===== src/rtl/alu_cmd_sequencer_if.sv =====
// Command, ALU-side and response signals of the ALU issue stage.
// master = sequencer, slave = surrounding pipeline (producer, ALU, consumer).
interface alu_cmd_sequencer_if #(
  parameter int DATA_WIDTH = 16,
  parameter int FIFO_DEPTH = 4
);
  localparam int LVL_W = $clog2(FIFO_DEPTH) + 1;

  logic                  cmd_valid;
  logic                  cmd_ready;
  logic [DATA_WIDTH-1:0] cmd_a;
  logic [DATA_WIDTH-1:0] cmd_b;
  logic [3:0]            cmd_fun;

  logic [DATA_WIDTH-1:0] alu_a;
  logic [DATA_WIDTH-1:0] alu_b;
  logic [3:0]            alu_fun;
  logic                  alu_go;
  logic [DATA_WIDTH-1:0] alu_out;

  logic                  rsp_valid;
  logic                  rsp_ready;
  logic [DATA_WIDTH-1:0] rsp_data;
  logic [3:0]            rsp_fun;

  logic [LVL_W-1:0]      fifo_level;

  modport master (
    input  cmd_valid, cmd_a, cmd_b, cmd_fun, alu_out, rsp_ready,
    output cmd_ready, alu_a, alu_b, alu_fun, alu_go,
           rsp_valid, rsp_data, rsp_fun, fifo_level
  );

  modport slave (
    output cmd_valid, cmd_a, cmd_b, cmd_fun, alu_out, rsp_ready,
    input  cmd_ready, alu_a, alu_b, alu_fun, alu_go,
           rsp_valid, rsp_data, rsp_fun, fifo_level
  );
endinterface


===== src/rtl/alu_cmd_sequencer.sv =====
// Buffers ALU commands in a FIFO and issues one at a time; result returns ALU_LATENCY+1 cycles after issue.
// CMD side stalls only when the FIFO is full; a stalled response blocks further issue.
module alu_cmd_sequencer #(
  parameter int DATA_WIDTH  = 16,
  parameter int FIFO_DEPTH  = 4,
  parameter int ALU_LATENCY = 1
) (
  input logic               clk,
  input logic               rst,
  alu_cmd_sequencer_if.master bus
);
  localparam int PTR_W = $clog2(FIFO_DEPTH);
  localparam int LVL_W = PTR_W + 1;
  localparam int LAT_W = (ALU_LATENCY < 2) ? 1 : $clog2(ALU_LATENCY + 1);

  localparam logic [1:0] S_IDLE  = 2'd0;
  localparam logic [1:0] S_ISSUE = 2'd1;
  localparam logic [1:0] S_WAIT  = 2'd2;
  localparam logic [1:0] S_RESP  = 2'd3;

  typedef struct packed {
    logic [DATA_WIDTH-1:0] a;
    logic [DATA_WIDTH-1:0] b;
    logic [3:0]            fun;
  } cmd_t;

  cmd_t             mem [FIFO_DEPTH];
  logic [PTR_W-1:0] wr_ptr;
  logic [PTR_W-1:0] rd_ptr;
  logic [LVL_W-1:0] count;
  logic [LAT_W-1:0] lat_cnt;
  logic [1:0]       state;

  logic full;
  logic empty;
  logic push;
  logic pop;
  logic rsp_fire;
  logic start_issue;

  assign full        = (count == LVL_W'(FIFO_DEPTH));
  assign empty       = (count == '0);
  assign push        = bus.cmd_valid && !full;
  assign pop         = (state == S_ISSUE);
  assign rsp_fire    = bus.rsp_valid && bus.rsp_ready;
  // ALU operands are loaded one cycle early so they are already valid during ISSUE.
  assign start_issue = !empty && ((state == S_IDLE) || ((state == S_RESP) && rsp_fire));

  assign bus.cmd_ready  = !full;
  assign bus.fifo_level = count;

  always_ff @(posedge clk) begin
    if (push) begin
      mem[wr_ptr] <= {bus.cmd_a, bus.cmd_b, bus.cmd_fun};
    end
  end

  always_ff @(posedge clk) begin
    if (rst) begin
      wr_ptr <= '0;
      rd_ptr <= '0;
      count  <= '0;
    end else begin
      if (push) wr_ptr <= wr_ptr + 1'b1;
      if (pop)  rd_ptr <= rd_ptr + 1'b1;
      case ({push, pop})
        2'b10:   count <= count + 1'b1;
        2'b01:   count <= count - 1'b1;
        default: count <= count;
      endcase
    end
  end

  always_ff @(posedge clk) begin
    if (rst) begin
      state         <= S_IDLE;
      lat_cnt       <= '0;
      bus.alu_a     <= '0;
      bus.alu_b     <= '0;
      bus.alu_fun   <= '0;
      bus.alu_go    <= 1'b0;
      bus.rsp_valid <= 1'b0;
      bus.rsp_data  <= '0;
      bus.rsp_fun   <= '0;
    end else begin
      bus.alu_go <= start_issue;
      if (start_issue) begin
        bus.alu_a   <= mem[rd_ptr].a;
        bus.alu_b   <= mem[rd_ptr].b;
        bus.alu_fun <= mem[rd_ptr].fun;
      end
      case (state)
        S_IDLE: begin
          if (!empty) state <= S_ISSUE;
        end
        S_ISSUE: begin
          lat_cnt <= LAT_W'(ALU_LATENCY);
          state   <= S_WAIT;
        end
        S_WAIT: begin
          if (lat_cnt == LAT_W'(1)) begin
            bus.rsp_data  <= bus.alu_out;
            bus.rsp_fun   <= bus.alu_fun;
            bus.rsp_valid <= 1'b1;
            state         <= S_RESP;
          end else begin
            lat_cnt <= lat_cnt - 1'b1;
          end
        end
        S_RESP: begin
          if (rsp_fire) begin
            bus.rsp_valid <= 1'b0;
            state         <= empty ? S_IDLE : S_ISSUE;
          end
        end
        default: state <= S_IDLE;
      endcase
    end
  end
endmodule


===== src/flat_wrapper.sv =====
// flat-port wrapper written by rule: the top's interface ports become plain ports
module alu_cmd_sequencer_flat 
#(
  parameter int DATA_WIDTH  = 16,
  parameter int FIFO_DEPTH  = 4,
  parameter int ALU_LATENCY = 1
)
  (clk, rst, bus_cmd_valid, bus_cmd_a, bus_cmd_b, bus_cmd_fun, bus_alu_out, bus_rsp_ready, bus_cmd_ready, bus_alu_a, bus_alu_b, bus_alu_fun, bus_alu_go, bus_rsp_valid, bus_rsp_data, bus_rsp_fun, bus_fifo_level);
  alu_cmd_sequencer_if #(.DATA_WIDTH(DATA_WIDTH), .FIFO_DEPTH(FIFO_DEPTH)) bus_i ();
  input logic clk;
  input logic rst;
  input wire logic [$bits(bus_i.cmd_valid)-1:0] bus_cmd_valid;
  input wire logic [$bits(bus_i.cmd_a)-1:0] bus_cmd_a;
  input wire logic [$bits(bus_i.cmd_b)-1:0] bus_cmd_b;
  input wire logic [$bits(bus_i.cmd_fun)-1:0] bus_cmd_fun;
  input wire logic [$bits(bus_i.alu_out)-1:0] bus_alu_out;
  input wire logic [$bits(bus_i.rsp_ready)-1:0] bus_rsp_ready;
  output wire logic [$bits(bus_i.cmd_ready)-1:0] bus_cmd_ready;
  output wire logic [$bits(bus_i.alu_a)-1:0] bus_alu_a;
  output wire logic [$bits(bus_i.alu_b)-1:0] bus_alu_b;
  output wire logic [$bits(bus_i.alu_fun)-1:0] bus_alu_fun;
  output wire logic [$bits(bus_i.alu_go)-1:0] bus_alu_go;
  output wire logic [$bits(bus_i.rsp_valid)-1:0] bus_rsp_valid;
  output wire logic [$bits(bus_i.rsp_data)-1:0] bus_rsp_data;
  output wire logic [$bits(bus_i.rsp_fun)-1:0] bus_rsp_fun;
  output wire logic [$bits(bus_i.fifo_level)-1:0] bus_fifo_level;
  assign bus_i.cmd_valid = bus_cmd_valid;
  assign bus_i.cmd_a = bus_cmd_a;
  assign bus_i.cmd_b = bus_cmd_b;
  assign bus_i.cmd_fun = bus_cmd_fun;
  assign bus_i.alu_out = bus_alu_out;
  assign bus_i.rsp_ready = bus_rsp_ready;
  assign bus_cmd_ready = bus_i.cmd_ready;
  assign bus_alu_a = bus_i.alu_a;
  assign bus_alu_b = bus_i.alu_b;
  assign bus_alu_fun = bus_i.alu_fun;
  assign bus_alu_go = bus_i.alu_go;
  assign bus_rsp_valid = bus_i.rsp_valid;
  assign bus_rsp_data = bus_i.rsp_data;
  assign bus_rsp_fun = bus_i.rsp_fun;
  assign bus_fifo_level = bus_i.fifo_level;
  alu_cmd_sequencer #(.DATA_WIDTH(DATA_WIDTH), .FIFO_DEPTH(FIFO_DEPTH), .ALU_LATENCY(ALU_LATENCY)) u_core (.clk(clk), .rst(rst), .bus(bus_i));
endmodule

===== config.mk =====
export PLATFORM = sky130hd
export DESIGN_NAME = alu_cmd_sequencer_flat
export DESIGN_NICKNAME = d
export VERILOG_FILES = /design/src/rtl/alu_cmd_sequencer_if.sv /design/src/rtl/alu_cmd_sequencer.sv /design/src/flat_wrapper.sv
export SDC_FILE = /design/constraint.sdc
export NUM_CORES = 1
export LEC_CHECK = 0
export CORE_UTILIZATION = 44
export CTS_BUF_LIST = sky130_fd_sc_hd__clkbuf_16
export CTS_CLUSTER_DIAMETER = 80
export CTS_CLUSTER_SIZE = 24
export DETAILED_ROUTE_END_ITERATION = 6
export PLACE_DENSITY = 0.72
export SETUP_SLACK_MARGIN = 0.4
export SYNTH_ARGS = -nofsm -noshare
export SYNTH_HDL_FRONTEND = slang
export SYNTH_SLANG_ARGS = --single-unit

===== constraint.sdc =====
create_clock -name clk -period 5.64 [get_ports clk]
set_input_delay 0.846 -clock clk [delete_from_list [all_inputs] [get_ports clk]]
set_output_delay 0.846 -clock clk [all_outputs]
set_load 0.02 [all_outputs]

==> metrics.md, run 1 <==
| Metric | Value |
|---|---|
| Outcome | completed |
| Synthesized instance count | 512 |
| Fin area | 0.009562 mm2 |
| Site row count | 48 |
| Post-CTS Setup Inserts | 0 |
| Worst setup SP type | flip-flop |
| GP Congestion | 0.7272 |
| DR iter-0 viols | 238 |
| Final setup viols | 0 |
| Die area | 0.01847 mm2 |
| Max_cap viols | 0 |
| CP Launch Point | u_core.bus.fifo_level[2] |
| Detailed Routing Iterations Pass 1 | 4 |
| Clk_skew | 0.02545 ns |
| Final Hold Vio Count | 0 |
| Family with the most delay on the worst path | buffers and inverters |
| Worst EP arrival | 1.88 ns |
| Nets | 686 |
| Hold Path Class | flip-flop to flip-flop |
| Synth Warn # | 0 |
| Hold-fix buffers at CTS | 0 |
| CP Capture Type | output port |
| Crit Reg-Reg Startpoint | u_core.bus.fifo_level[2] |
| CTS Buffer Depth | 3 |
| Fillcell total | 1,387 |
| Yosys reg bits | 212 |
| Tmin final | 2.731 ns |
| Initial antenna violation count | 0 |
| Resized cells post-CTS | 0 |
| Initial core utilization | 0.4530 |
| Crit path buf inv count | 1 |
| Hpwl dp | 8976 um |
| I/O pin count | 118 |
| Largest stage delay, worst path | 0.55 ns |
| Synth Cell Area | 0.007890 mm2 |
| First-pass GRT wire length | 23,830 um |
| IR Drop Worst-Case VDD | 278.0 uV |
| Root buffer cell | clkbuf_16 |
| Unrepaired setup endpoints after global routing | false |
| Share of the synthesized area in the top cell type | 0.5480 |
| Achievable frequency | 0.3662 GHz |
| Synth unique cells | 39 |
| Antenna Cells | 0 |
| Worst Max-Slew Pin Slew | 1.071 ns |
| Crit-path cells | or3b_4, clkdlybuf4s50_1 |
| Syn nets | 579 |
| Synth area leader | edfxtp_1 |
| Overflow after GRT | 0 |
| Total Power | 0.004362 W |
| Share of the yosys chip area belonging to registers | 0.7206 |
| DP Area | 0.009175 mm2 |
| HP Start | u_core.bus.alu_a[2] |
| ANT nets after route | 0 |
| Area growth syn-to-layout | 21.19% |
| GR Util All Layers | 0.1693 |
| Clock sink count | 212 |
| Max-slew violations | 0 |
| Largest cells by area after synthesis | edfxtp_1 (55%), dfxtp_1 (17%), mux4_2 (10%), nand2_1 (5.5%), a21oi_1 (3.8%) |
| Cell Pwr Density | 456.2 mW/mm2 |
| Port bufs | 117 |
| Skew-Pair Late Insertion Delay | 0.47 ns |
| Share of layout cells above drive strength 1 | 0.1166 |
| Wire per inst | 17.97 um |
| Syn_area_per_cell | 15.41 um2 |
| CTS tree | done |
| Vias in the first global route | 4,499 |
| Slowest CP cell | clkdlybuf4s50_1 |
| Number of buffers created by CTS | 13 |
| Die height | 135.9 um |
| Relative slew slack | 0.2858 |
| WS Path Type | flip-flop to output port |
| Residual DRC | 0 |
| Pin count of the biggest net entering global routing | 72 |
| Vias | 4,388 |
| Final Cycle Share | 0.4842 |
| Core ar. | 0.01742 mm2 |
| Critical path fanouts, max | 6 |
| Clk slew on worst S/H paths | 0.09 ns |
| Final setup TNS | 0 ns |
| H-tree lvl count | 1 |
| WP data required | 4.79 ns |
| Leakage | 3.098 nW |
| Final Routed Wirelength | 15,290 um |
| Vias per cell | 5.156 |
| Fin Hold WS | 0.4614 ns |
| Die span in x | 135.9 um |
-- logic make-up after synthesis --
family | after synthesis | synth area share
AO/OA/AOI/OAI | 69 | 0.04710
XOR/XNOR | 5 | 0.005551
adder cells (fa/ha/maj) | 11 | 0.01840
buffers and inverters | 36 | 0.02839
flip-flops | 212 | 0.7206
multiplexers | 37 | 0.1040
AND/OR/NAND/NOR | 142 | 0.07597
-- routing by layer --
metal | global-route usage | share of wire | vias to the layer above
met5 | 0 | 0 | -
met3 | 0.03169 | 0.055 | 18
met2 | 0.3047 | 0.51 | 105
met4 | 0.04815 | 0.020 | 0
met1 | 0.2067 | 0.42 | 2180
li1 | - | - | 2085
-- layout by cell type, fill, tap and decap left out, drive strengths merged, types with 2 or more instances in the layout --
cell | Yosys | layout
edfxtp | 144 | 144
nand2 | 117 | 117
clkdlybuf4s50 | 0 | 116
dfxtp | 68 | 68
a21oi | 61 | 61
mux4 | 36 | 36
inv | 8 | 14
clkbuf | 11 | 13
nor2 | 11 | 11
ha | 10 | 10
and3 | 4 | 4
xor2 | 3 | 3
buf | 16 | 3
clkinv | 1 | 3
xnor2 | 2 | 2
o21ai | 2 | 2
and2 | 2 | 2
or3 | 2 | 2
-- worst min-delay path, cell delays in order, from the launching register on --
cell     delay, ns
dfxtp_1       0.32
nand2_1       0.05
a21oi_1       0.05
-- synthesized netlist by cell type, drive strengths merged --
cell and count:
ha 10, edfxtp 144, o211ai 1, a31oi 1, o31a 1, or2 1, nor2b 1, clkbuf 11
clkinv 1, or3b 1, a21oi 61, o21ai 2, and3 4, dfxtp 68, a21o 1, nor3 1
xor2 3, buf 16, and2 2, fa 1, nand2 117, nor2 11, xnor2 2, o21bai 1
nand3b 1, a221oi 1, or4 1, inv 8, mux2i 1, mux4 36, or3 2
-- area by class of cell --
class	instances	area [um2]	area share
inverter	9	38.79	0.004057
clock buffer	13	325.3	0.03402
tap	225	281.5	0.02944
multi-input combinational	264	1986	0.2077
clock inverter	9	61.31	0.006412
sequential	212	5688	0.5949
timing repair buffer	119	1181	0.1235
-- per-stage QoR --
stage / setup slack, ns / cells / utilization
floorplan: 3.115 / 512 / -
global placement: 2.788 / 829 / 0.5268
detailed placement: 2.707 / 829 / 0.5268
CTS: 2.887 / 851 / 0.5490
global route: 2.838 / 851 / 0.5490
finish: 2.909 / 851 / 0.5490
-- state kept, by name (all words and copies together), names as in the netlist, 3 cells and up --
name,cells
u_core.bus.fifo_level,3
u_core.mem,144
u_core.bus.alu_b,16
u_core.bus.rsp_fun,4
u_core.bus.alu_a,16
u_core.bus.alu_fun,4
u_core.bus.rsp_data,16
-- power breakdown --
group          switching, W  leakage, nW  internal, W  total (W)
clock network      0.000496        0.202     0.000435   0.000930
logic              0.000729         1.02     0.000613    0.00134
registers          0.000170         1.88      0.00192    0.00209
-- final timing paths --
path         slack [ns]  cells after the start                       end
max                2.91                      2             bus_cmd_ready
min                0.46                      2       u_core.bus.alu_a[2]
max reg2reg        3.10                      9  u_core.bus.fifo_level[2]
min reg2reg        0.46                      2       u_core.bus.alu_a[2]
Note: power is estimated with default switching activity, not from simulation.
==> inputs of run 2 (changes only) <==
--- a/config.mk
+++ b/config.mk
@@ -10,7 +10,7 @@
 export CTS_CLUSTER_DIAMETER = 80
 export CTS_CLUSTER_SIZE = 24
 export DETAILED_ROUTE_END_ITERATION = 6
-export PLACE_DENSITY = 0.72
+export PLACE_DENSITY = 0.75
 export SETUP_SLACK_MARGIN = 0.4
 export SYNTH_ARGS = -nofsm -noshare
 export SYNTH_HDL_FRONTEND = slang
==> constraint.sdc (replaced) <==
create_clock -name clk -period 2.3 [get_ports clk]
set_input_delay 0.345 -clock clk [delete_from_list [all_inputs] [get_ports clk]]
set_output_delay 0.345 -clock clk [all_outputs]
set_load 0.02 [all_outputs]
==> run 2 against run 1 <==
  * Core utilization increased by 1.4 points
  * Hold slack got worse by 0.14 ns
  * Clock-buffer cell count did not move
  * Combinational power grew to 2.8 times the previous value
  * Design area is 2.5% higher
  * Routed wire length increased by 3.9%
==> metrics.md, run 2 (synthesized netlist as in run 1, its figures left out) <==
| Metric | Value |
|---|---|
| First-pass GRT wire length | 24,560 um (+3.0%) |
| Area growth syn-to-layout | 24.17% |
| Fin Hold WS | 0.3220 ns (-0.1394 ns) |
| Most common cell after layout, fill and taps aside | edfxtp_1 |
| Residual DRC | 0 (unchanged) |
| Final setup TNS | 0 ns (unchanged) |
| Nets | 703 (+2.5%) |
| Max FFs per register | 144 (unchanged) |
| Final Cycle Share | 0.9203 |
| I/O pin count | 118 (unchanged) |
| Final Routed Wirelength | 15,890 um (+3.9%) |
| IR Drop Worst-Case VDD | 823.4 uV (+200%) |
| Vias | 4,530 (+3.2%) |
| Tmin final | 2.117 ns |
| Slowest CP cell | or3b_4 |
| Worst EP arrival | 2.51 ns (+0.63 ns) |
| Worst Max-Slew Pin Slew | 0.4763 ns (-0.5950 ns) |
| Final Hold Vio Count | 0 (unchanged) |
| Final setup viols | 0 (unchanged) |
| Clock sink count | 212 (unchanged) |
| Vias in the first global route | 4,676 (+3.9%) |
| ANT nets after route | 0 (unchanged) |
| Clk_skew | 0.01176 ns (-0.01368 ns) |
| Site row count | 48 (unchanged) |
| Vias per cell | 5.225 (+1.3%) |
| Fillcell total | 1,372 (-1.1%) |
| DR iter-0 viols | 296 (+24%) |
| Leakage | 3.289 nW (+6.2%) |
| Crit path buf inv count | 2 (+1) |
| CP Capture Type | flip-flop |
| Number of buffers created by CTS | 12 (-1) |
| Overflow after GRT | 0 (unchanged) |
| Largest stage delay, worst path | 0.39 ns (-0.16 ns) |
| Hold Path Class | input pin to flip-flop |
| WP data required | 2.69 ns (-2.10 ns) |
| Outcome | completed |
| WS Path Type | flip-flop to flip-flop |
| H-tree lvl count | 1 (unchanged) |
| Initial antenna violation count | 0 (unchanged) |
| Final WS setup | 0.1834 ns (-2.726 ns) |
| Placement Setup Slack | 0.01833 ns (-2.689 ns) |
| Hold-fix buffers at CTS | 0 (unchanged) |
| Root buffer cell | clkbuf_16 |
| Share of layout cells above drive strength 1 | 0.1511 (+0.03448) |
| Wire per inst | 18.33 um (+2.0%) |
| CTS Buffer Depth | 3 (unchanged) |
| Crit-path cells | or3b_4, and2_4, clkinv_4, ha_4, inv_2, fa_2, xor2_2, or3_4, a21oi_2 |
| Total Power | 0.01088 W (+150%) |
| Skew-Pair Late Insertion Delay | 0.46 ns (about the same) |
| CTS tree | done |
| Unrepaired setup endpoints after global routing | true |
| Die span in x | 135.9 um (unchanged) |
| Cell Pwr Density | 1110 mW/mm2 (+140%) |
| GR Util All Layers | 0.1758 (+0.006448) |
| Achievable frequency | 0.4725 GHz |
| Family with the most delay on the worst path | simple AND/OR/NAND/NOR gates |
| Die height | 135.9 um (unchanged) |
| Port bufs | 117 (unchanged) |
| Worst setup SP type | flip-flop |
| Pin count of the biggest net entering global routing | 39 (-46%) |
| Antenna Cells | 0 (unchanged) |
| Relative slew slack | 0.6825 (+0.3967) |
| Critical path fanouts, max | 2 (-4) |
| Max_cap viols | 0 (unchanged) |
| Hpwl dp | 9749 um (+8.6%) |
| Detailed Routing Iterations Pass 1 | 4 (unchanged) |
| Max-slew violations | 0 (unchanged) |
| Initial core utilization | 0.4530 (unchanged) |
| Core ar. | 0.01742 mm2 (unchanged) |
| Most frequent cells in the layout | edfxtp_1 (144), nand2_1 (116), clkdlybuf4s50_1 (110) |
| Reg with most FFs | u_core.mem |
| Die area | 0.01847 mm2 (unchanged) |
| GP Congestion | 0.7489 (+3.0%) |
| Clk slew on worst S/H paths | 0.10 ns (about the same) |
-- run 2: cell count changes in the layout (fill, tap and decap cells not counted), moves of 2 or more --
cell             change
buf_12               +6
dfxtp_4              +3
dfxtp_1              -3
dlymetal6s2s_1       +5
inv_6                -2
buf_4               +11
clkdlybuf4s50_1      -6
-- run 2: worst paths after layout --
| path | slack, ns | to | cells after the start | from |
|---|---|---|---|---|
| setup reg to reg | 0.18 | u_core.bus.fifo_level[2] | 9 | u_core.bus.fifo_level[0] |
| hold reg to reg | 0.46 | u_core.bus.rsp_fun[0] | 2 | u_core.bus.rsp_fun[0] |
| setup / recovery | 0.18 | u_core.bus.fifo_level[2] | 9 | u_core.bus.fifo_level[0] |
| hold / removal | 0.32 | u_core.state[1] | 2 | rst |
-- run 2: final cells by class --
class / count / area (um2) / share of cell area
tap: 225 / 281.5 / 0.02874
multi-input combinational: 264 / 2023 / 0.2065
clock inverter: 7 / 26.28 / 0.002682
sequential: 212 / 5699 / 0.5817
inverter: 9 / 38.79 / 0.003959
clock buffer: 13 / 325.3 / 0.03321
timing repair buffer: 137 / 1403 / 0.1432
-- run 2: stage by stage --
| stage | cell area (um2) | util | cells |
|---|---|---|---|
| 2_1_floorplan | 7915 | - | 512 |
| 3_3_place_gp | 9358 | 0.5373 | 840 |
| 3_5_place_dp | 9358 | 0.5373 | 840 |
| 4_1_cts | 9781 | 0.5616 | 867 |
| 5_1_grt | 9797 | 0.5625 | 867 |
| 6_report | 9797 | 0.5625 | 867 |
-- run 2: report_power, final --
group          switching, W  leakage [nW]  total, W  internal, W
Combinational       0.00202          1.22   0.00374      0.00172
Sequential         0.000271          1.88   0.00498      0.00471
Clock               0.00113         0.194   0.00215      0.00103
-- run 2: worst register-to-register path: cells and delay by family (launching register included) --
family                   cells  cell delay (ns)
AO/OA/AOI/OAI                1             0.11
XOR/XNOR                     1             0.16
adder cells (fa/ha/maj)      2             0.47
flip-flops                   1             0.35
AND/OR/NAND/NOR              3             0.88
buffers and inverters        2             0.08
-- run 2: per-layer routing --
| metal | vias to the layer above | part of all wire | global-route usage |
|---|---|---|---|
| met5 | - | 0 | 0 |
| met4 | 0 | 0.020 | 0.04506 |
| met3 | 22 | 0.060 | 0.03318 |
| met2 | 122 | 0.52 | 0.3265 |
| met1 | 2280 | 0.40 | 0.2076 |
| li1 | 2106 | - | - |
-- run 2: repair_timing --
action / 4_1_cts / 5_1_grt
endpoints found under the hold margin: 0 / 0
setup buffers: 7 / 0
pin swaps: 3 / 0
gates resized for setup: 6 / 9
endpoints found under the setup margin: 4 / 55
==> inputs of run 3 (changes only) <==
--- a/config.mk
+++ b/config.mk
@@ -12,6 +12,7 @@
 export DETAILED_ROUTE_END_ITERATION = 6
 export PLACE_DENSITY = 0.75
 export SETUP_SLACK_MARGIN = 0.4
+export SLEW_MARGIN = 10
 export SYNTH_ARGS = -nofsm -noshare
 export SYNTH_HDL_FRONTEND = slang
 export SYNTH_SLANG_ARGS = --single-unit
==> results of run 3 <==
The final DEF is identical to that of run 2; final timing and power are the same.
